$ cat config.mk
export PLATFORM = sky130hd
export DESIGN_NAME = wb_rr_arbiter
export DESIGN_NICKNAME = d
export VERILOG_FILES = /design/src/rtl/wb_rr_arbiter.sv
export SDC_FILE = /design/constraint.sdc
export NUM_CORES = 1
export LEC_CHECK = 0
export CAP_MARGIN = 20
export CORE_AREA = 2 2 197 199
export DETAILED_ROUTE_END_ITERATION = 8
export DIE_AREA = 0 0 199 201
export GPL_TIMING_DRIVEN = 1
export PLACE_DENSITY = 0.45
export SETUP_SLACK_MARGIN = 0.02
export SLEW_MARGIN = 20
export SYNTH_ARGS = -nofsm -noshare
export SYNTH_HDL_FRONTEND = slang
export SYNTH_SLANG_ARGS = --single-unit
$ cat constraint.sdc
create_clock -name clk_i -period 2.3 [get_ports clk_i]
set_input_delay 0.46 -clock clk_i [delete_from_list [all_inputs] [get_ports clk_i]]
set_output_delay 0.46 -clock clk_i [all_outputs]
set_load 0.01 [all_outputs]
$ cat src/rtl/wb_rr_arbiter.sv
// wb_rr_arbiter
// Round-robin Wishbone arbiter: shares one slave port between NUM_M masters.
// The bus is granted per bus cycle and held while the owner keeps CYC high.
// A watchdog aborts a cycle whose slave never acknowledges.
//
// Ports:
//   clk_i, rst_i          clock (rising edge), asynchronous active-low reset
//   m_*_i                 flattened per-master request buses (master k = slice k)
//   m_dat_o, m_tgd_o      read data / read tag broadcast to all masters
//   m_ack_o, m_err_o      per-master ACK and one-cycle timeout error (owner only)
//   s_*_o                 muxed owner request towards the slave
//   s_dat_i, s_tgd_i,
//   s_ack_i               slave response
//   gnt_o                 registered one-hot grant, zero when idle
module wb_rr_arbiter #(
  parameter int NUM_M   = 4,
  parameter int ADR_W   = 32,
  parameter int DATA_W  = 32,
  parameter int SEL_W   = 4,
  parameter int TAG_W   = 4,
  parameter int TIMEOUT = 255
) (
  input  logic                    clk_i,
  input  logic                    rst_i,
  input  logic [NUM_M-1:0]        m_cyc_i,
  input  logic [NUM_M-1:0]        m_stb_i,
  input  logic [NUM_M-1:0]        m_we_i,
  input  logic [NUM_M*ADR_W-1:0]  m_adr_i,
  input  logic [NUM_M*SEL_W-1:0]  m_sel_i,
  input  logic [NUM_M*DATA_W-1:0] m_dat_i,
  input  logic [NUM_M*TAG_W-1:0]  m_tga_i,
  input  logic [NUM_M*TAG_W-1:0]  m_tgd_i,
  input  logic [NUM_M*TAG_W-1:0]  m_tgc_i,
  output logic [DATA_W-1:0]       m_dat_o,
  output logic [TAG_W-1:0]        m_tgd_o,
  output logic [NUM_M-1:0]        m_ack_o,
  output logic [NUM_M-1:0]        m_err_o,
  output logic                    s_cyc_o,
  output logic                    s_stb_o,
  output logic                    s_we_o,
  output logic [ADR_W-1:0]        s_adr_o,
  output logic [SEL_W-1:0]        s_sel_o,
  output logic [DATA_W-1:0]       s_dat_o,
  output logic [TAG_W-1:0]        s_tga_o,
  output logic [TAG_W-1:0]        s_tgd_o,
  output logic [TAG_W-1:0]        s_tgc_o,
  input  logic [DATA_W-1:0]       s_dat_i,
  input  logic [TAG_W-1:0]        s_tgd_i,
  input  logic                    s_ack_i,
  output logic [NUM_M-1:0]        gnt_o
);

  localparam int IDX_W = (NUM_M > 1) ? $clog2(NUM_M) : 1;

  typedef enum logic [1:0] {IDLE, BUSY, ABORT} state_t;

  state_t           state_q, state_d;
  logic [IDX_W-1:0] owner_q, owner_d;
  logic [IDX_W-1:0] last_q, last_d;
  logic [NUM_M-1:0] gnt_q, gnt_d;
  logic [15:0]      cnt_q, cnt_d;
  logic             err_q, err_d;

  logic [IDX_W-1:0] winner;
  logic             any_req;
  logic             busy;
  logic             own_cyc;
  logic             stall;

  // Round-robin search from last+1 upward with wrap. The loop walks from the
  // farthest candidate to the nearest so the nearest requester is written last.
  always_comb begin
    winner  = last_q;
    any_req = 1'b0;
    for (int i = NUM_M; i >= 1; i--) begin
      if (m_cyc_i[(int'(last_q) + i) % NUM_M]) begin
        winner  = IDX_W'((int'(last_q) + i) % NUM_M);
        any_req = 1'b1;
      end
    end
  end

  // Datapath: owner's request goes to the slave only while BUSY.
  assign busy    = (state_q == BUSY);
  assign own_cyc = m_cyc_i[owner_q];
  assign s_cyc_o = busy & own_cyc;
  assign s_stb_o = s_cyc_o & m_stb_i[owner_q];
  assign s_we_o  = busy & m_we_i[owner_q];
  assign s_adr_o = busy ? m_adr_i[int'(owner_q)*ADR_W  +: ADR_W]  : '0;
  assign s_sel_o = busy ? m_sel_i[int'(owner_q)*SEL_W  +: SEL_W]  : '0;
  assign s_dat_o = busy ? m_dat_i[int'(owner_q)*DATA_W +: DATA_W] : '0;
  assign s_tga_o = busy ? m_tga_i[int'(owner_q)*TAG_W  +: TAG_W]  : '0;
  assign s_tgd_o = busy ? m_tgd_i[int'(owner_q)*TAG_W  +: TAG_W]  : '0;
  assign s_tgc_o = busy ? m_tgc_i[int'(owner_q)*TAG_W  +: TAG_W]  : '0;

  assign m_dat_o = s_dat_i;
  assign m_tgd_o = s_tgd_i;
  // gnt_q is exactly the owner bit while BUSY; s_stb_o is already zero otherwise.
  assign m_ack_o = (s_stb_o & s_ack_i) ? gnt_q : '0;
  assign m_err_o = err_q ? gnt_q : '0;
  assign gnt_o   = gnt_q;

  assign stall = s_stb_o & ~s_ack_i;

  // Next-state logic. The counter defaults to zero, which covers every
  // clear condition (ACK, grant change, not BUSY) in one place.
  always_comb begin
    // NOTE: every variable gets a default first so no path leaves it
    // unassigned; an unassigned path in combinational logic infers a latch.
    state_d = state_q;
    owner_d = owner_q;
    last_d  = last_q;
    gnt_d   = gnt_q;
    cnt_d   = '0;
    err_d   = 1'b0;
    case (state_q)
      IDLE: begin
        if (any_req) begin
          state_d = BUSY;
          owner_d = winner;
          last_d  = winner;
          gnt_d   = NUM_M'(1) << winner;
        end
      end
      BUSY: begin
        if (!own_cyc) begin
          // Owner released: hand over in the same edge (no dead cycle).
          if (any_req) begin
            owner_d = winner;
            last_d  = winner;
            gnt_d   = NUM_M'(1) << winner;
          end else begin
            state_d = IDLE;
            gnt_d   = '0;
          end
        end else if (stall) begin
          if (int'(cnt_q) + 1 == TIMEOUT) begin
            state_d = ABORT;
            err_d   = 1'b1;
          end else begin
            cnt_d = cnt_q + 16'd1;
          end
        end else if (!s_ack_i) begin
          // STB low with CYC held: count frozen, never times out.
          cnt_d = cnt_q;
        end
      end
      ABORT: begin
        if (!own_cyc) begin
          state_d = IDLE;
          gnt_d   = '0;
        end
      end
      default: begin
        state_d = IDLE;
        gnt_d   = '0;
      end
    endcase
  end

  always_ff @(posedge clk_i or negedge rst_i) begin
    if (!rst_i) begin
      state_q <= IDLE;
      owner_q <= '0;
      last_q  <= IDX_W'(NUM_M - 1);
      gnt_q   <= '0;
      cnt_q   <= '0;
      err_q   <= 1'b0;
    end else begin
      // NOTE: non-blocking assignments so every register samples the
      // pre-edge values, independent of statement order.
      state_q <= state_d;
      owner_q <= owner_d;
      last_q  <= last_d;
      gnt_q   <= gnt_d;
      cnt_q   <= cnt_d;
      err_q   <= err_d;
    end
  end

endmodule

; ---- Word level (Yosys, flattened, before mapping)
; Cells that the tools add are included.
[word_totals]
reg_bits = 27
inputBits = 371
output_inout_bits = 131
elab_cells = 114
[op_classes]
addsub = 6
order_cmp = 5
eq_ne = 10
n_shift = 7
n_mux = 61
n_bitwise = 10
n_reduce_logical = 9
[ops]
columns = op, n
row1 = 128-bit by 8-bit variable part select with 32-bit output, 2
row2 = 16-bit two-way mux, 5
row3 = 32-bit two-way mux, 2
row4 = 16-bit by 5-bit variable part select with 4-bit output, 4
row5 = 4-bit two-way mux, 10
row6 = 2-bit two-way mux, 14
row7 = 1-bit two-way mux, 19
row8 = 16-bit by 1-bit adder with 17-bit output (second input constant), 1
row9 = 17-bit by 8-bit equality test with 1-bit output (second input constant), 1
row10 = 16-bit by 1-bit adder with 16-bit output (second input constant), 1
row11 = 3-bit by 4-bit < comparator with 1-bit output (second input constant), 4
row12 = 1-bit binary-select mux with 2-bit select, 7
row13 = 4-bit case mux with 3 select lines, 1
row14 = 3-bit by 2-bit inequality test with 1-bit output (second input constant), 3
row15 = 2-bit case mux with 2 select lines, 2
row16 = 2-bit OR reduction, 4
row17 = 2-bit inequality test (second input constant), 3
row18 = 2-bit case mux with 3 select lines, 1
row19 = 1-bit AND, 5
row20 = 5-bit AND reduction, 1
row21 = 2-bit by 1-bit adder with 2-bit output (second input constant), 2
row22 = 2-bit adder (second input constant), 2
row23 = 1-bit AND (first input constant), 4
row24 = 4-bit by 3-bit inequality test with 1-bit output (second input constant), 1
row25 = other kinds (9), 9

; ---- Logic depth before layout (Yosys ltp)
[logic_depth]
ltp_word = 14
ltp_mapped = 8
mapped_depth_nobuf = 7

; ---- Worst setup path after synthesis
; Ideal clock, no wire load.
[synth_path]
kind = reg2out
start = register owner_q[0]
end = output port s_adr_o[10]
t_arrival_ns = 1.621
slack_ns = 0.219
path_stages_with_launch = 6
cell_sequence = dfrtp_1 buf_4 buf_2 buf_2 mux4_2 and2_1
[synth_via]
elab_chain_len = 2
[synth_lines]
columns = item, line
row1 = start: declaration, 58  ; logic [IDX_W-1:0] owner_q, owner_d;
row2 = start signal: assignment, 173  ; owner_q <= owner_d;
row3 = 128-bit by 8-bit variable part select with 32-bit output, 89  ; assign s_adr_o = busy ? m_adr_i[int'(owner_q)*ADR_W +: ADR_W] : '0;
row4 = 32-bit two-way mux, 89
row5 = end: declaration, 41  ; output logic [ADR_W-1:0] s_adr_o,
; No other way between the ends.

; ---- Worst setup path in the final report
[layout_path]
start = register owner_q[0]
end = output port s_dat_o[1]
[layout_via]
elab_chain_len = 2
[layout_lines]
columns = item, line
row1 = 128-bit by 8-bit variable part select with 32-bit output, 91  ; assign s_dat_o = busy ? m_dat_i[int'(owner_q)*DATA_W +: DATA_W] : '0;
row2 = 32-bit two-way mux, 91
row3 = end: declaration, 43  ; output logic [DATA_W-1:0] s_dat_o,
; No other way between the ends.

==> impl_metrics.ini <==
[finish]
leading_cell_type_in_the_layout_fill_and_taps_excluded = sky130_fd_sc_hd__clkdlybuf4s50_1
fin_nets = 1269
fraction_of_final_layout_cells_with_drive_strength_greater_than_1 = 0.431
final-instance-count-excl-fill = 1416
synthToLayoutAreaGrowth_pct = 138
finish.instance_area_um2 = 10600
commonest_cells_after_routing_fill_and_taps_aside = 342 x sky130_fd_sc_hd__clkdlybuf4s50_1, 106 x sky130_fd_sc_hd__buf_6, 82 x sky130_fd_sc_hd__mux4_2
fillerInstances = 4025

[setup_path]
crit_path_max_incr_delay_ns = 0.51
regToRegSetupSlack_ns = 0.10
regToRegEndpoint = cnt_q[7]
timing.critical_path.required_ns = 1.84
critPathSlowestCell = sky130_fd_sc_hd__dfrtp_4
critical_path.endpoint_type = output pin
timing.critical_path.from_type = flop
path_max_fanout = 6
r2r_cells = 8
crit_chain = buf_12 > buf_12 > buf_8 > buf_6 > mux4_2 > and2_4 > buf_6
reg2reg_from = owner_q[0]
critical_path_arrival_ns = 2.07
timing.critical_path.to = s_dat_o[1]
worstSetupPathType = flop to output pin
timing.critical_path.from = owner_q[0]

[run_status]
status = finished, violations left
violations = negative setup slack

[run]
maxCapViolations = 0

[sta]
worst_case_hold_slack_ns = 0.517
slew_headroom = 0.680
max_slew.worst_pin.slew_ns = 0.475
minimum_setup_slack_in_the_final_design_ns = -0.234
final_min_period_over_clock_period = 1.10
slew_viol_final = 0
maxClockFrequency_mhz = 395
setup-violations-final = 79
finalClockSkew_ns = 0.00373
grt_setup_unrepaired = yes
hold_viol_final = 0
setup_tns_ns = -8.56
finalWorstPathRequiredPeriod_ns = 2.53

[synthesis]
async_reset_ff_frac = 1.00
mean_instance_size_in_the_synthesized_netlist_um2 = 10.6
synth-compound-area-share = 0.0596
synthDistinctLibCells = 51
synth.top_cells.by_area = sky130_fd_sc_hd__mux4_2 41%, sky130_fd_sc_hd__dfrtp_1 14%, sky130_fd_sc_hd__and2_1 12%, sky130_fd_sc_hd__buf_4 6.5%, sky130_fd_sc_hd__buf_2 1.8%
synth_top_family_by_area = multiplexers
synth.mux.area_fraction = 0.424
yosys.area_share.simple = 0.228
sequential_share_of_the_synthesized_area = 0.152
synth_nets = 795
synth_cells = 422
xor_xnor_share_of_the_synthesized_area = 0.0215
synth_edf_count = 0
ys_ff_latch = 27
syn_area_um2 = 4470
yosys_warnings = 0
synthAdderAreaFrac = 0.00560
synth_top_cell_area_share = 0.413
post_synth_top_area_cell = sky130_fd_sc_hd__mux4_2
predominant_post_synthesis_flop_cell = sky130_fd_sc_hd__dfrtp_1

[die]
die_area_um2 = 40000
floorplan.core_area_um2 = 38100
row_count = 72
die_w_um = 199
initial_utilization = 0.117
fp.dieH_um = 201
boundaryPins = 502

[drt]
routed_wirelength_um = 33300
detail_route.first_pass.iterations = 4
routed_via_density = 4.00
routed-via-count = 5668
post-route-drc-count = 0
detail_route.iter0.violations = 207
detail_route.wl_per_cell_um = 23.5
drtAntennaViolNets = 0

[power_and_ir_drop]
power.density_nw_per_um2 = 1110
reported_leakage_power_nw = 4.18
maximum_vdd_drop_v = 0.000468

[global_route]
gr_overflow_total = 0
grt_use_total = 0.157
grt_first_pass_wirelength_um = 44500
grt_antenna_before_repair = 5
vias_in_the_first_global_route = 6150
grt_max_degree = 37

[clocking]
cts.clk_slew.worst_paths_ns = 0.07
cts_hold_repair.buffers = 0
clock_sink_count = 27
insertion_delay_ns = 0.26
cts_max_level = 1
clock_tree_from_tritoncts = yes
cts_inserted_buffers = 3
clock_tree.buffer_depth = 2
cts-root-buf = sky130_fd_sc_hd__clkbuf_16

[place]
detailedPlacementHpwl_um = 28000
post_dp_cell_area_um2 = 9580
placement.setup.worst_slack_ns = -0.435
buffer_ports.inserted = 429
dp.cells = 1358
globalplace.congestion = 0.804

[worst_hold_path]
min-delay-path-class = flop to flop
-- Yosys cell counts (6+ instances only) --
| cell type | number |
|---|---|
| sky130_fd_sc_hd__clkbuf_1 | 13 |
| sky130_fd_sc_hd__and2_1 | 85 |
| sky130_fd_sc_hd__nand3_1 | 16 |
| sky130_fd_sc_hd__nand2_1 | 11 |
| sky130_fd_sc_hd__nor2_1 | 20 |
| sky130_fd_sc_hd__and3_1 | 6 |
| sky130_fd_sc_hd__nand4_1 | 7 |
| sky130_fd_sc_hd__buf_2 | 16 |
| sky130_fd_sc_hd__mux4_2 | 82 |
| sky130_fd_sc_hd__buf_4 | 39 |
| sky130_fd_sc_hd__xor2_1 | 7 |
| sky130_fd_sc_hd__o21ai_0 | 13 |
| sky130_fd_sc_hd__inv_1 | 9 |
| sky130_fd_sc_hd__dfrtp_1 | 25 |
-- sequential cells by signal, summed over array words and instances (netlist names) --
signal / flops
err_q: 1
owner_q: 2
cnt_q: 16
last_q: 2
state_q: 2
gnt_o: 4
-- per-stage QoR --
step,util,total power [mW]
after floorplan,-,4.31
after global placement,0.252,9.20
after detailed placement,0.252,9.16
after CTS,0.276,11.8
after global routing,0.279,12.5
final,0.279,11.8
-- repair_timing --
action,in CTS,in global routing
resized for setup,513,32
gates cloned,4,0
endpoints found under the setup margin,87,97
setup buffers,40,14
pin swaps,58,10
-- worst min path at each step --
stage	slack [ns]	end	cells after the start	startpoint
after floorplan	0.16	cnt_q[0]	0	rst_i
after global placement	0.50	last_q[1]	2	last_q[1]
final	0.52	last_q[1]	2	last_q[1]
after CTS	0.52	last_q[1]	2	last_q[1]
after global routing	0.56	last_q[1]	2	last_q[1]
after detailed placement	0.51	last_q[1]	2	last_q[1]
-- kinds of logic after synthesis --
kind of cell               Yosys count
xor gates and xnor gates            11
AOI/OAI and AO/OA                   39
adders and majority gates            2
muxes                               87
DFF                                 27
buffers and inverters               83
and+or+nand+nor                    173
-- worst max-delay path: cells and delay by family, from the launching register on --
family	cells	cell delay [ns]
flip-flops	1	0.51
AND/OR/NAND/NOR	1	0.17
multiplexers	1	0.47
buffers and inverters	5	0.64
-- final cells by class --
type	instances	area (um2)	area share
Sequential cell	27	686	0.0644
Tap cell	518	648	0.0609
Antenna cell	3	7.51	0.000706
Timing Repair Buffer	543	5640	0.530
Inverter	9	33.8	0.00318
Clock buffer	3	75.1	0.00706
Clock inverter	1	5.00	0.000470
Multi-Input combinational cell	312	3550	0.333
-- metal layers --
| metal | share of wire | GRT usage | vias up |
|---|---|---|---|
| li1 | - | - | 2526 |
| met1 | 0.40 | 0.191 | 2777 |
| met2 | 0.43 | 0.242 | 325 |
| met3 | 0.13 | 0.0758 | 36 |
| met4 | 0.035 | 0.0501 | 4 |
| met5 | 0.00081 | 0 | - |
-- report_power, final --
part	internal [mW]	leakage, nW	switching (mW)
sequential	0.576	0.355	0.0878
clock	0.235	0.0409	0.177
combinational	6.35	3.79	4.37
total	7.17	4.18	4.63
No activity file was read; power rests on OpenSTA's default activity.
